`src/rtl/scramble_pkg.sv`:
```
// Shared definitions for the scramble player: move directions, FSM encoding
// and the direction helpers used by the anti-reversal filter.
package scramble_pkg;

    localparam int MOVE_W = 2;

    localparam logic [MOVE_W-1:0] DIR_UP    = 2'b00;
    localparam logic [MOVE_W-1:0] DIR_RIGHT = 2'b01;
    localparam logic [MOVE_W-1:0] DIR_DOWN  = 2'b10;
    localparam logic [MOVE_W-1:0] DIR_LEFT  = 2'b11;

    localparam logic [1:0] ST_IDLE  = 2'd0;
    localparam logic [1:0] ST_ISSUE = 2'd1;
    localparam logic [1:0] ST_GAP   = 2'd2;
    localparam logic [1:0] ST_DONE  = 2'd3;

    // Opposite direction: flipping the high bit swaps up/down and right/left.
    function automatic logic [MOVE_W-1:0] reverse_of(input logic [MOVE_W-1:0] d);
        return d ^ DIR_DOWN;
    endfunction

    function automatic logic [MOVE_W-1:0] rotate_cw(input logic [MOVE_W-1:0] d);
        case (d)
            DIR_UP:    return DIR_RIGHT;
            DIR_RIGHT: return DIR_DOWN;
            DIR_DOWN:  return DIR_LEFT;
            default:   return DIR_UP;
        endcase
    endfunction

endpackage

```
`src/rtl/scramble_dir_filter.sv`:
```
// Anti-reversal filter: a move that would undo the previously issued move is
// rotated one step clockwise instead.
module scramble_dir_filter
    import scramble_pkg::*;
(
    input  logic [1:0] raw_dir,
    input  logic [1:0] prev_dir,
    input  logic       prev_vld,
    output logic [1:0] dir_out
);

    assign dir_out = (prev_vld && (raw_dir == reverse_of(prev_dir))) ? rotate_cw(raw_dir)
                                                                     : raw_dir;

endmodule

```
`src/rtl/scramble_player.sv`:
```
// Turns a captured 32-bit scramble word into MOVE_COUNT board moves issued
// over a valid/ready handshake, with an idle gap between accepted moves.
module scramble_player
    import scramble_pkg::*;
#(
    parameter int MOVE_COUNT = 16,
    parameter int GAP_CYCLES = 4
) (
    input  logic        clk,
    input  logic        rst,
    input  logic        start,
    input  logic [31:0] rand_bits,
    output logic        move_valid,
    input  logic        move_ready,
    output logic [1:0]  move_dir,
    output logic        busy,
    output logic        done,
    output logic [4:0]  moves_issued
);

    localparam int GAP_W = (GAP_CYCLES > 1) ? $clog2(GAP_CYCLES) : 1;
    localparam logic [GAP_W-1:0] GAP_LAST  = GAP_W'((GAP_CYCLES > 0) ? GAP_CYCLES - 1 : 0);
    localparam logic [4:0]       LAST_MOVE = 5'(MOVE_COUNT - 1);

    logic [1:0]       state;
    logic [31:0]      shift_reg;
    logic [1:0]       prev_dir;
    logic             prev_vld;
    logic [GAP_W-1:0] gap_cnt;
    logic [1:0]       filt_dir;
    logic             xfer;

    scramble_dir_filter u_filter (
        .raw_dir  (shift_reg[1:0]),
        .prev_dir (prev_dir),
        .prev_vld (prev_vld),
        .dir_out  (filt_dir)
    );

    assign move_valid = (state == ST_ISSUE);
    assign move_dir   = move_valid ? filt_dir : DIR_UP;
    assign busy       = (state != ST_IDLE);
    assign done       = (state == ST_DONE);
    assign xfer       = move_valid && move_ready;

    always_ff @(posedge clk) begin
        if (rst) begin
            state        <= ST_IDLE;
            shift_reg    <= '0;
            prev_dir     <= DIR_UP;
            prev_vld     <= 1'b0;
            gap_cnt      <= '0;
            moves_issued <= '0;
        end else begin
            case (state)
                ST_IDLE: begin
                    if (start) begin
                        shift_reg    <= rand_bits;
                        moves_issued <= '0;
                        prev_vld     <= 1'b0;
                        state        <= ST_ISSUE;
                    end
                end
                ST_ISSUE: begin
                    if (xfer) begin
                        shift_reg    <= shift_reg >> 2;
                        moves_issued <= moves_issued + 5'd1;
                        prev_dir     <= filt_dir;
                        prev_vld     <= 1'b1;
                        gap_cnt      <= '0;
                        if (moves_issued == LAST_MOVE)
                            state <= ST_DONE;
                        else
                            state <= (GAP_CYCLES == 0) ? ST_ISSUE : ST_GAP;
                    end
                end
                ST_GAP: begin
                    if (gap_cnt == GAP_LAST)
                        state <= ST_ISSUE;
                    else
                        gap_cnt <= gap_cnt + 1'b1;
                end
                default: state <= ST_IDLE;
            endcase
        end
    end

endmodule

```
`config.mk`:
```
export PLATFORM = sky130hd
export DESIGN_NAME = scramble_player
export DESIGN_NICKNAME = d
export VERILOG_FILES = /design/src/rtl/scramble_pkg.sv /design/src/rtl/scramble_dir_filter.sv /design/src/rtl/scramble_player.sv
export SDC_FILE = /design/constraint.sdc
export NUM_CORES = 1
export LEC_CHECK = 0
export ABC_AREA = 1
export BUFFER_PORTS_ARGS = -buffer_cell sky130_fd_sc_hd__buf_2
export CAP_MARGIN = 25
export CORE_MARGIN = 5
export CORE_UTILIZATION = 54
export CTS_CLUSTER_DIAMETER = 50
export CTS_CLUSTER_SIZE = 24
export DETAILED_ROUTE_END_ITERATION = 8
export PLACE_DENSITY = 0.84
export SYNTH_ARGS = -nofsm -noshare
export SYNTH_HDL_FRONTEND = slang
export SYNTH_SLANG_ARGS = --single-unit
export TNS_END_PERCENT = 20
```
`constraint.sdc`:
```
create_clock -name clk -period 1.6 [get_ports clk]
set_input_delay 0.16 -clock clk [delete_from_list [all_inputs] [get_ports clk]]
set_output_delay 0.16 -clock clk [all_outputs]
set_load 0.005 [all_outputs]
```
==> results.yml, run 1 <==
clock_tree:
  cts_tree: "done"
  cts_max_level: 2
  insertion_delay_ns: 0.30
  cts-root-buf: "clkbuf_8"
  cts-hold-fix-buffers: 0
  clock-sinks: 44
  cts_buffers: 5
  clkTransAtPathRegs_ns: 0.08
  clk_path_buf_depth: 2
worst_setup_path:
  required_ns: 1.44
  cp-end-kind: "output pin"
  critical_path.slowest_cell: "dfxtp_4"
  timing.critical_path.buf_inv: 2
  worstSetupStartpointType: "flip-flop"
  path_max_fanout: 6
  cp_top_family: "flip-flops"
  path_cells: "inv_1 -> ha_1 -> or2_4 -> nand3_4 -> a21oi_2 -> buf_2"
  arrival_ns: 1.39
  slowest_delay_ns: 0.38
  criticalPathCategory: "flip-flop to output pin"
hold_path:
  hp-class: "primary input to flip-flop"
final_layout:
  largest_reg_flops: 32
  drive_gt1_share_pct: 20.90
  final_cell_count_no_fill: 428
  final_nets: 419
  layout_commonest_cell: "nand2_1"
  diodes: 0
  fin_area_sq_um: 2605
  syn_to_final_growth_pct: 18.97
  final_cell_mix: "115 x nand2_1, 72 x nor2_1, 45 x buf_2, 40 x dfxtp_1, 19 x o21ai_1"
power:
  cellPowerDensity_nw_per_um2: 1172
  power.leakage_nw: 1.327
  power.total_mw: 3.052
  peakVddDrop_mv: 0.8555
sta:
  slew_headroom_pct: 76.96
  fmax_mhz: 644.6
  finClkSkew_ns: 0.006686
  holdWs_ns: 0.1094
  hold_violations: 0
  finalSetupTns_ns: 0
  fin_crit_sh_pct: 96.97
  fin_crit_ns: 1.551
  drv_slew: 0
  rsz0062_at_grt: "yes"
  worst_pin_slew_ns: 0.3456
  setup_viol: 0
floorplan:
  io_pins: 46
  dieArea_sq_um: 5428
  die-height_microns: 73.68
  core.rowCount: 23
  core_region_area_sq_um: 3971
  die_x_microns: 73.68
  start_util_pct: 55.14
synthesis:
  netlist_instances: 334
  synth-seq-cells: 44
  synth_compound_area_share_pct: 11.43
  syn_nets: 375
  yosys_warnings: 0
  ys_types: 23
  avgSynthCellArea_sq_um: 6.556
  netlist_area_sq_um: 2190
  synthXorXnorAreaFrac_pct: 0
  synth-simple-area-share_pct: 37.14
  synthMuxAreaShare_pct: 0
  seq_area_frac_synth_pct: 40.23
  synthAdderAreaFrac_pct: 2.857
  synth_top_family_by_area: "simple AND/OR/NAND/NOR gates"
grt:
  grt_start_max_net_pins: 36
  busiest_layer: "met2"
  grt_pass1_wl_microns: 8280
  grt_usage_pct: 19.60
  antenna_found_initial: 0
  grt-ovfl-total: 0
  use_met1_pct: 25.11
  use_met2_pct: 31.99
  grt_util_met3_pct: 4.788
  grt_pass1_vias: 1928
run_status:
  status: "finished clean"
route:
  first_pass_iters: 4
  drc: 0
  wirelength_microns: 4939
  vias_per_cell: 4.900
  drtAntennaViolNets: 0
  dr_total_vias: 2097
  drt_iter0_markers: 215
  post_drt_wl_per_cell_microns: 11.54
placement:
  routabilityCongestion: 0.8727
  dpl_cell_area_sq_um: 2420
  hpwl_microns: 3345
  placed_cells: 420
  port_buffers: 45
run:
  max-cap-violations: 0
## per-stage QoR
stage                     utilization (%)  setup slack (ns)
after floorplan                         -            0.3010
after global placement              60.93            0.2083
after detailed placement            60.93            0.1604
after CTS                           64.81          0.009025
after global routing                65.60          -0.05026
final                               65.60           0.04854
## cells by family after synthesis
group | after synthesis
and+or+nand+nor | 202
buffers and inverters | 34
adders and majority gates | 5
AOI/OAI and AO/OA | 49
DFF | 44
## worst register-to-register path, cell delays in order (launching register included)
cell	delay, ns
dfxtp_2	0.36
nor2_1	0.18
nand2_2	0.18
nand2_8	0.17
buf_4	0.24
o21ai_0	0.11
nor2_1	0.09
## power breakdown
group / internal, mW / switching [mW]
clock: 0.614 / 0.365
combinational: 0.278 / 0.461
sequential: 1.24 / 0.0893
total: 2.14 / 0.915
## timing repair
action,4_1_cts,5_1_grt
gates cloned,0,0
endpoints found under the setup margin,3,3
pin swaps,0,2
buffers inserted,1,0
gates resized for setup,8,10
## cell type report
type,count,area [sq um]
Clock buffer,5,68.82
Clock inverter,2,60.06
Fill cell,356,1366
Inverter,18,72.57
Multi-Input combinational cell,256,1160
Sequential cell,44,888.4
Tap cell,50,62.56
Timing Repair Buffer,53,292.8
## path summary, 6_finish.rpt
path                                   start                          to  slack (ns)  cells past startpoint
setup / recovery   shift_reg[1]$_SDFFE_PP0P_                 move_dir[0]        0.05                      6
hold / removal                 rand_bits[30]  shift_reg[30]$_SDFFE_PP0P_        0.11                      3
hold reg to reg   shift_reg[31]$_SDFFE_PP0P_  shift_reg[31]$_SDFFE_PP0P_        0.46                      2
setup reg to reg       state[0]$_SDFFE_PP0P_  shift_reg[11]$_SDFFE_PP0P_        0.21                      6
## Yosys cell counts (all sizes together)
library cell  number  area, sq um
nor3               1        5.000
or2                2        12.52
buf               11        91.33
dfxtp             44        880.8
nand2            118        469.2
nor2              76        301.5
nand3              5        25.02
clkbuf             5        18.77
a21oi             12        60.06
inv               18        72.57
ha                 5        62.56
o21ai             35        175.2
o21a               1        7.510
o211ai             1        7.510
## routing by layer
metal,wire [microns],up-vias
met5,0,-
met4,59,0
met3,284,6
met2,2323,39
met1,2272,928
li1,-,1124
No activity file was read; power rests on OpenSTA's default activity.
==> inputs of run 2 (changes only) <==
--- a/config.mk
+++ b/config.mk
@@ -10,9 +10,11 @@
 export CAP_MARGIN = 25
 export CORE_MARGIN = 5
 export CORE_UTILIZATION = 54
+export CTS_BUF_LIST = sky130_fd_sc_hd__clkbuf_4 sky130_fd_sc_hd__clkbuf_8 sky130_fd_sc_hd__clkbuf_16
 export CTS_CLUSTER_DIAMETER = 50
 export CTS_CLUSTER_SIZE = 24
 export DETAILED_ROUTE_END_ITERATION = 8
+export GPL_TIMING_DRIVEN = 0
 export PLACE_DENSITY = 0.84
 export SYNTH_ARGS = -nofsm -noshare
 export SYNTH_HDL_FRONTEND = slang
==> results.yml, run 2 (synthesis results as in run 1) <==
floorplan:
  core.rowCount: 23
  core_region_area_sq_um: 3971
  start_util_pct: 55.14
  die-height_microns: 73.68
  io_pins: 46
  dieArea_sq_um: 5428
  die_x_microns: 73.68
clock_tree:
  cts_tree: "done"
  clock-sinks: 44
  cts-root-buf: "clkbuf_8"
  insertion_delay_ns: 0.30
  cts_max_level: 2
  clkTransAtPathRegs_ns: 0.08
  cts_buffers: 5
  clk_path_buf_depth: 2
worst_setup_path:
  required_ns: 1.44
  worstSetupStartpointType: "flip-flop"
  arrival_ns: 1.41
  path_max_fanout: 6
  criticalPathCategory: "flip-flop to output pin"
  cp-end-kind: "output pin"
grt:
  antenna_found_initial: 0
  grt_pass1_vias: 1995
  grt_usage_pct: 19.80
  grt_pass1_wl_microns: 8562
  grt-ovfl-total: 0
  grt_start_max_net_pins: 15
placement:
  hpwl_microns: 3467
  dpl_cell_area_sq_um: 2472
  routabilityCongestion: 0.8311
  port_buffers: 44
final_layout:
  diodes: 0
  drive_gt1_share_pct: 22.62
  syn_to_final_growth_pct: 20.46
  multiInputGateArea_sq_um: 1171
  layout_commonest_cell: "nand2_1"
  fin_area_sq_um: 2638
  largest_reg_flops: 32
  fin_util_pct: 66.41
  regArea_sq_um: 887.1
  final_nets: 429
  fillCellCount: 382
  final_cell_mix: "114 x nand2_1, 72 x nor2_1, 48 x buf_2, 41 x dfxtp_1, 19 x o21ai_1"
route:
  first_pass_iters: 4
  dr_total_vias: 2168
  drc: 0
  drtAntennaViolNets: 0
  wirelength_microns: 5048
  vias_per_cell: 4.938
  post_drt_wl_per_cell_microns: 11.50
  drt_iter0_markers: 159
sta:
  drv_slew: 0
  setup_viol: 0
  finClkSkew_ns: 0.009632
  hold_violations: 0
  slew_headroom_pct: 72.31
  fmax_mhz: 637.8
  worst_pin_slew_ns: 0.4154
  rsz0062_at_grt: "yes"
  fin_crit_sh_pct: 97.99
  fin_crit_ns: 1.568
power:
  cellPowerDensity_nw_per_um2: 1072
  peakVddDrop_mv: 0.5279
  power.leakage_nw: 1.342
hold_path:
  hp-class: "primary input to flip-flop"
run:
  max-cap-violations: 0
run_status:
  status: "finished clean"
[run 2: power breakdown]
part / total (mW) / switching, mW / internal (mW)
combinational: 0.803 / 0.483 / 0.321
clock: 0.692 / 0.388 / 0.304
sequential: 1.33 / 0.0872 / 1.24
[run 2: final cells by class]
| type | instances | area share (%) |
|---|---|---|
| Sequential cell | 44 | 33.63 |
| Tap cell | 50 | 2.372 |
| Clock buffer | 5 | 2.609 |
| Multi-Input combinational cell | 256 | 44.40 |
| Clock inverter | 3 | 0.7116 |
| Inverter | 18 | 2.751 |
| Buffer | 16 | 4.317 |
| Timing Repair Buffer | 47 | 9.203 |
[run 2: stage by stage]
step             TNS, ns  setup WS, ns  power (mW)  hold slack [ns]  instances
6_report               0       0.03219       2.826           0.1026        439
5_1_grt         -0.04896      -0.01806       3.020          0.09947        439
4_1_cts        -0.002263     -0.002263       2.808          0.09609        438
3_5_place_dp           0        0.1867       2.098           0.4206        428
3_3_place_gp           0        0.1684       2.077           0.4175        428
2_1_floorplan          0        0.3010       1.896           0.3074        334
[run 2: path summary, 6_finish.rpt]
kind | start | endpoint | slack [ns] | cells past startpoint
setup reg to reg | state[1]$_SDFFE_PP0P_ | shift_reg[21]$_SDFFE_PP0P_ | 0.18 | 9
hold / removal | rand_bits[31] | shift_reg[31]$_SDFFE_PP0P_ | 0.10 | 3
hold reg to reg | shift_reg[31]$_SDFFE_PP0P_ | shift_reg[31]$_SDFFE_PP0P_ | 0.47 | 2
setup / recovery | shift_reg[1]$_SDFFE_PP0P_ | move_dir[0] | 0.03 | 6
[run 2: repair_timing]
action,in CTS,in global routing
buffers inserted,2,1
gates resized for setup,10,11
pin swaps,0,2
hold buffers,0,0
setup endpoints to repair,3,3
[run 2: critical path, cell delays in order (launching register included)]
cell and delay (ns):
dfxtp_4 0.39, inv_2 0.05, ha_4 0.15, or2_4 0.24, nand3_2 0.09, a21oi_2 0.06, buf_2 0.13
[run 2: routing by layer]
metal | global-route usage (%) | share of wire, %
met1 | 25.44 | 46
met5 | 0 | 0
met3 | 5.746 | 5.4
met2 | 31.79 | 47
met4 | 6.439 | 1.2
